`src/rtl/axi_lite_rd_arbiter.sv`:
```
// Two-master AXI-lite read arbiter (IFU, LSU) onto one slave AR/R port.
// One transaction in flight; round-robin on contention.
module axi_lite_rd_arbiter #(
  parameter int ADDR_W = 32,
  parameter int DATA_W = 64
) (
  input  logic              clk,
  input  logic              rst,
  input  logic              ifu_arvalid,
  input  logic [ADDR_W-1:0] ifu_araddr,
  output logic              ifu_arready,
  output logic              ifu_rvalid,
  input  logic              ifu_rready,
  input  logic              lsu_arvalid,
  input  logic [ADDR_W-1:0] lsu_araddr,
  output logic              lsu_arready,
  output logic              lsu_rvalid,
  input  logic              lsu_rready,
  output logic [DATA_W-1:0] m_rdata,
  output logic [1:0]        m_rresp,
  output logic              s_arvalid,
  output logic [ADDR_W-1:0] s_araddr,
  input  logic              s_arready,
  input  logic              s_rvalid,
  output logic              s_rready,
  input  logic [DATA_W-1:0] s_rdata,
  input  logic [1:0]        s_rresp,
  output logic [1:0]        grant
);

  typedef enum logic [1:0] {
    IDLE = 2'd0,
    ADDR = 2'd1,
    DATA = 2'd2
  } state_t;

  state_t state;
  state_t state_nx;

  logic last_lsu;
  logic pick_ifu;
  logic pick_lsu;
  logic win;
  logic r_done;

  // Winner selection; a tie goes to the master that did not own the last one.
  // Gated by rst so no request is acknowledged while reset is held.
  always_comb begin
    pick_ifu = rst & ifu_arvalid & (~lsu_arvalid | last_lsu);
    pick_lsu = rst & lsu_arvalid & (~ifu_arvalid | ~last_lsu);
    win      = pick_ifu | pick_lsu;
  end

  // Next state and handshake outputs; data path is pure pass-through.
  always_comb begin
    state_nx    = state;
    ifu_arready = 1'b0;
    lsu_arready = 1'b0;
    ifu_rvalid  = 1'b0;
    lsu_rvalid  = 1'b0;
    s_arvalid   = 1'b0;
    s_rready    = 1'b0;
    r_done      = 1'b0;
    m_rdata     = s_rdata;
    m_rresp     = s_rresp;
    unique case (state)
      IDLE: begin
        ifu_arready = pick_ifu;
        lsu_arready = pick_lsu;
        if (win) state_nx = ADDR;
      end
      ADDR: begin
        s_arvalid = 1'b1;
        if (s_arready) state_nx = DATA;
      end
      DATA: begin
        unique case (1'b1)
          grant[0]: begin
            ifu_rvalid = s_rvalid;
            s_rready   = ifu_rready;
          end
          grant[1]: begin
            lsu_rvalid = s_rvalid;
            s_rready   = lsu_rready;
          end
          default: s_rready = 1'b0;
        endcase
        r_done = s_rvalid & s_rready;
        if (r_done) state_nx = IDLE;
      end
      default: state_nx = IDLE;
    endcase
  end

  // State register.
  always_ff @(posedge clk or negedge rst) begin
    if (!rst) state <= IDLE;
    else      state <= state_nx;
  end

  // Capture winner address and owner on acceptance; release owner on R handshake.
  always_ff @(posedge clk or negedge rst) begin
    if (!rst) begin
      s_araddr <= '0;
      grant    <= 2'b00;
      last_lsu <= 1'b1;
    end else begin
      if (state == IDLE && win) begin
        s_araddr <= pick_ifu ? ifu_araddr : lsu_araddr;
        grant    <= {pick_lsu, pick_ifu};
      end
      if (r_done) begin
        last_lsu <= grant[1];
        grant    <= 2'b00;
      end
    end
  end

endmodule

```
`config.mk`:
```
export PLATFORM = sky130hd
export DESIGN_NAME = axi_lite_rd_arbiter
export DESIGN_NICKNAME = d
export VERILOG_FILES = /design/src/rtl/axi_lite_rd_arbiter.sv
export SDC_FILE = /design/constraint.sdc
export NUM_CORES = 1
export LEC_CHECK = 0
export ABC_AREA = 1
export CAP_MARGIN = 20
export CORE_AREA = 2 2 95 97
export DETAILED_ROUTE_END_ITERATION = 8
export DIE_AREA = 0 0 97 99
export GPL_ROUTABILITY_DRIVEN = 0
export PLACE_DENSITY_LB_ADDON = 0.1
export RECOVER_POWER = 50
export REMOVE_ABC_BUFFERS = 1
export SLEW_MARGIN = 20
export SYNTH_ARGS = -nofsm -noshare
export SYNTH_HDL_FRONTEND = slang
export SYNTH_SLANG_ARGS = --single-unit
```
`constraint.sdc`:
```
create_clock -name clk -period 1.36 [get_ports clk]
set_input_delay 0.272 -clock clk [delete_from_list [all_inputs] [get_ports clk]]
set_output_delay 0.272 -clock clk [all_outputs]
set_load 0.02 [all_outputs]
```
==> flow_metrics.env, run 1 <==
export IMPL_status="finished with violations"
export IMPL_violations="setup timing"
export IMPL_drive_above_1_share=0.297
export IMPL_cts_path_max_buffers=2
export IMPL_design_core_area_um2=8550
export IMPL_ant_nets=0
export IMPL_maxSlewHeadroom=0.294
export IMPL_htree_levels=2
export IMPL_cts_buffers=5
export IMPL_cp_data_required_time_ns=1.09
export IMPL_switching_power_mw=2.72
export IMPL_tightest_slew_ns=1.06
export IMPL_multiInputGateArea_um2=1170
export IMPL_setup_viol=38
export IMPL_grt_max_degree=24
export IMPL_start_kind="flip-flop"
export IMPL_period_needed_ns=1.53
export IMPL_hold_violations=0
export IMPL_groute_usage_overall=0.292
export IMPL_synth_seq_cells=37
export IMPL_worst_ep_arrival_time_ns=1.26
export IMPL_grt_pass1_wl_um=19400
export IMPL_mostFrequentLayoutCells="nand2_1, clkdlybuf4s50_1, nand2_2, dfrtp_1, dlygate4sd2_1"
export IMPL_syn2layout_area_growth_pct=56.0
export IMPL_yosysSeqAreaShare=0.372
export IMPL_rr_worst_depth=10
export IMPL_ios=244
export IMPL_start_util=0.291
export IMPL_vdd_drop_max_mv=0.497
export IMPL_fillCellCount=891
export IMPL_final_common_cell="nand2_1"
export IMPL_hold_class="input pin to async pin"
export IMPL_die_h_um=99
export IMPL_cap_violations=0
export IMPL_viasPerCell=4.65
export IMPL_cts_sinks=37
export IMPL_timing_rr_start="last_lsu"
export IMPL_syn_area_um2=2490
export IMPL_overflow=0
export IMPL_pwr_share_clk=0.125
export IMPL_firstDrtPassIters=4
export IMPL_insertion_delay_ns=0.29
export IMPL_grt_pass1_vias=2406
export IMPL_skew_ns=0.00210
export IMPL_io_buffers=111
export IMPL_rsz0062_at_grt="yes"
export IMPL_cts_tree="done"
export IMPL_endpoint_kind="output pin"
export IMPL_fin_ws_ns=-0.167
export IMPL_yosysWarnings=0
export IMPL_criticalPathCategory="flip-flop to output pin"
export IMPL_grt_antenna_before_repair=0
export IMPL_fin_crit_sh=1.12
export IMPL_yosysUniqueCellTypes=18
export IMPL_maxSlewViolCount=0
export IMPL_p_int_mw=3.62
export IMPL_first_iter_violations=46
export IMPL_dpl_hpwl_um=11100
export IMPL_r2r_slack_ns=-0.10
export IMPL_p_leak_nw=1.99
export IMPL_fp_dieW_um=97
export IMPL_clock_root_buffer="clkbuf_8"
export IMPL_comb_power_share=0.571
export IMPL_timing_rr_end="s_araddr[21]"
export IMPL_place_area_um2=3310
export IMPL_wl_per_cell_um=26.1
export IMPL_p_sw_frac=0.429
export IMPL_antenna_cells=0
export IMPL_via_count=2490
export IMPL_fin_nets=565
export IMPL_seqCellArea_um2=928
export IMPL_rows=34
export IMPL_fp_dieArea_um2=9600
export IMPL_timing_fmax_mhz=655
export IMPL_seq_power_share=0.304
export IMPL_avgSynthCellArea_um2=7.10
export IMPL_synthCells=351
export IMPL_pre_cts_ws_ns=-0.535
export IMPL_fin_area_um2=3890
export IMPL_clk_pin_slew_ns=0.07
export IMPL_cp_max_fo=2
export IMPL_power_density_nw_per_um2=1630
export IMPL_drcViolationCount=0
export IMPL_totalWireLength_um=14000
==> worst max-delay path, cell delays in order, from the launching register on <==
cell     delay (ns)
dfstp_2        0.55
buf_6          0.10
nand2_2        0.03
nand4_1        0.09
inv_1          0.06
buf_6          0.13
==> kinds of logic (layout without fill, tap and decap cells) <==
| logic type | after synthesis | count (layout) | share of synthesized area |
|---|---|---|---|
| flip-flops | 37 | 37 | 0.372 |
| AND/OR/NAND/NOR | 220 | 220 | 0.361 |
| buffers and inverters | 90 | 166 | 0.259 |
| AO/OA/AOI/OAI | 4 | 4 | 0.00804 |
==> cells in the mapped netlist <==
library cell  instances  area, µm²
buf_2                 6       30.0
inv_2                 1       3.75
dfrtp_1              36        901
clkbuf_8              1       13.8
a21oi_1               2       10.0
clkinv_2              1       5.00
nor2_2                1       6.26
nand3_1              36        180
buf_4                71        533
buf_6                 3       33.8
nand2_1             173        649
nand2_4               2       22.5
nor2_1                4       15.0
nand2_2               3       18.8
nand4_1               1       6.26
dfstp_2               1       26.3
inv_1                 7       26.3
o21ai_0               2       10.0
==> through the flow <==
step	total power, mW	TNS [ns]	util	cells	hold slack (ns)
finish	6.34	-3.15	0.454	535	0.147
global route	6.80	-5.43	0.454	535	0.170
CTS	6.31	-2.55	0.443	537	0.0229
detailed placement	5.34	-18.68	0.387	512	0.339
global placement	5.33	-17.47	0.387	512	0.347
floorplan	3.46	-4.57	-	270	-0.0236
==> state kept, by name (all words and copies together), names as in the netlist <==
signal    flops
grant         2
s_araddr     32
state         2
last_lsu      1
==> metal layers <==
layer,track usage,vias to the layer above,share of wire
met5,0,-,0
met4,0.0401,0,0.0061
met3,0.324,8,0.24
met2,0.503,223,0.50
met1,0.225,1093,0.25
li1,-,1166,-
==> final cells by class <==
cell class	count	area share
clock buffers	7	0.0222
flip-flops and latches	37	0.239
repair buffers	150	0.395
inverters	9	0.00934
multi-input cells	224	0.300
well taps	108	0.0348
==> how the worst max path moves through the flow <==
stage                start           to
2_1_floorplan     last_lsu  ifu_arready
3_3_place_gp   ifu_arvalid  ifu_arready
3_5_place_dp   ifu_arvalid  ifu_arready
4_1_cts           state[0]  ifu_arready
5_1_grt           state[1]     s_rready
6_report          last_lsu  lsu_arready
==> power groups by stage <==
stage	sequential, mW	clock [mW]	combinational, mW
2_1_floorplan	2.49	0	0.969
3_3_place_gp	1.91	0	3.42
3_5_place_dp	1.92	0	3.42
4_1_cts	1.91	0.826	3.57
5_1_grt	1.99	0.881	3.93
6_report	1.93	0.790	3.62
==> repair_timing <==
action / 4_1_cts / 5_1_grt
hold buffers: 0 / 0
setup buffers: 13 / 2
gates resized for setup: 142 / 41
endpoints found under the hold margin: 0 / 0
gates cloned: 5 / 0
pin swaps: 12 / 20
endpoints found under the setup margin: 72 / 40
No activity file was read; power rests on OpenSTA's default activity.
==> run 2: changes to the inputs <==
--- a/config.mk
+++ b/config.mk
@@ -11,6 +11,7 @@
 export DETAILED_ROUTE_END_ITERATION = 8
 export DIE_AREA = 0 0 97 99
 export GPL_ROUTABILITY_DRIVEN = 0
+export HOLD_SLACK_MARGIN = 0.02
 export PLACE_DENSITY_LB_ADDON = 0.1
 export RECOVER_POWER = 50
 export REMOVE_ABC_BUFFERS = 1
==> results of run 2 <==
The final DEF is identical to that of run 1; final timing and power are the same.
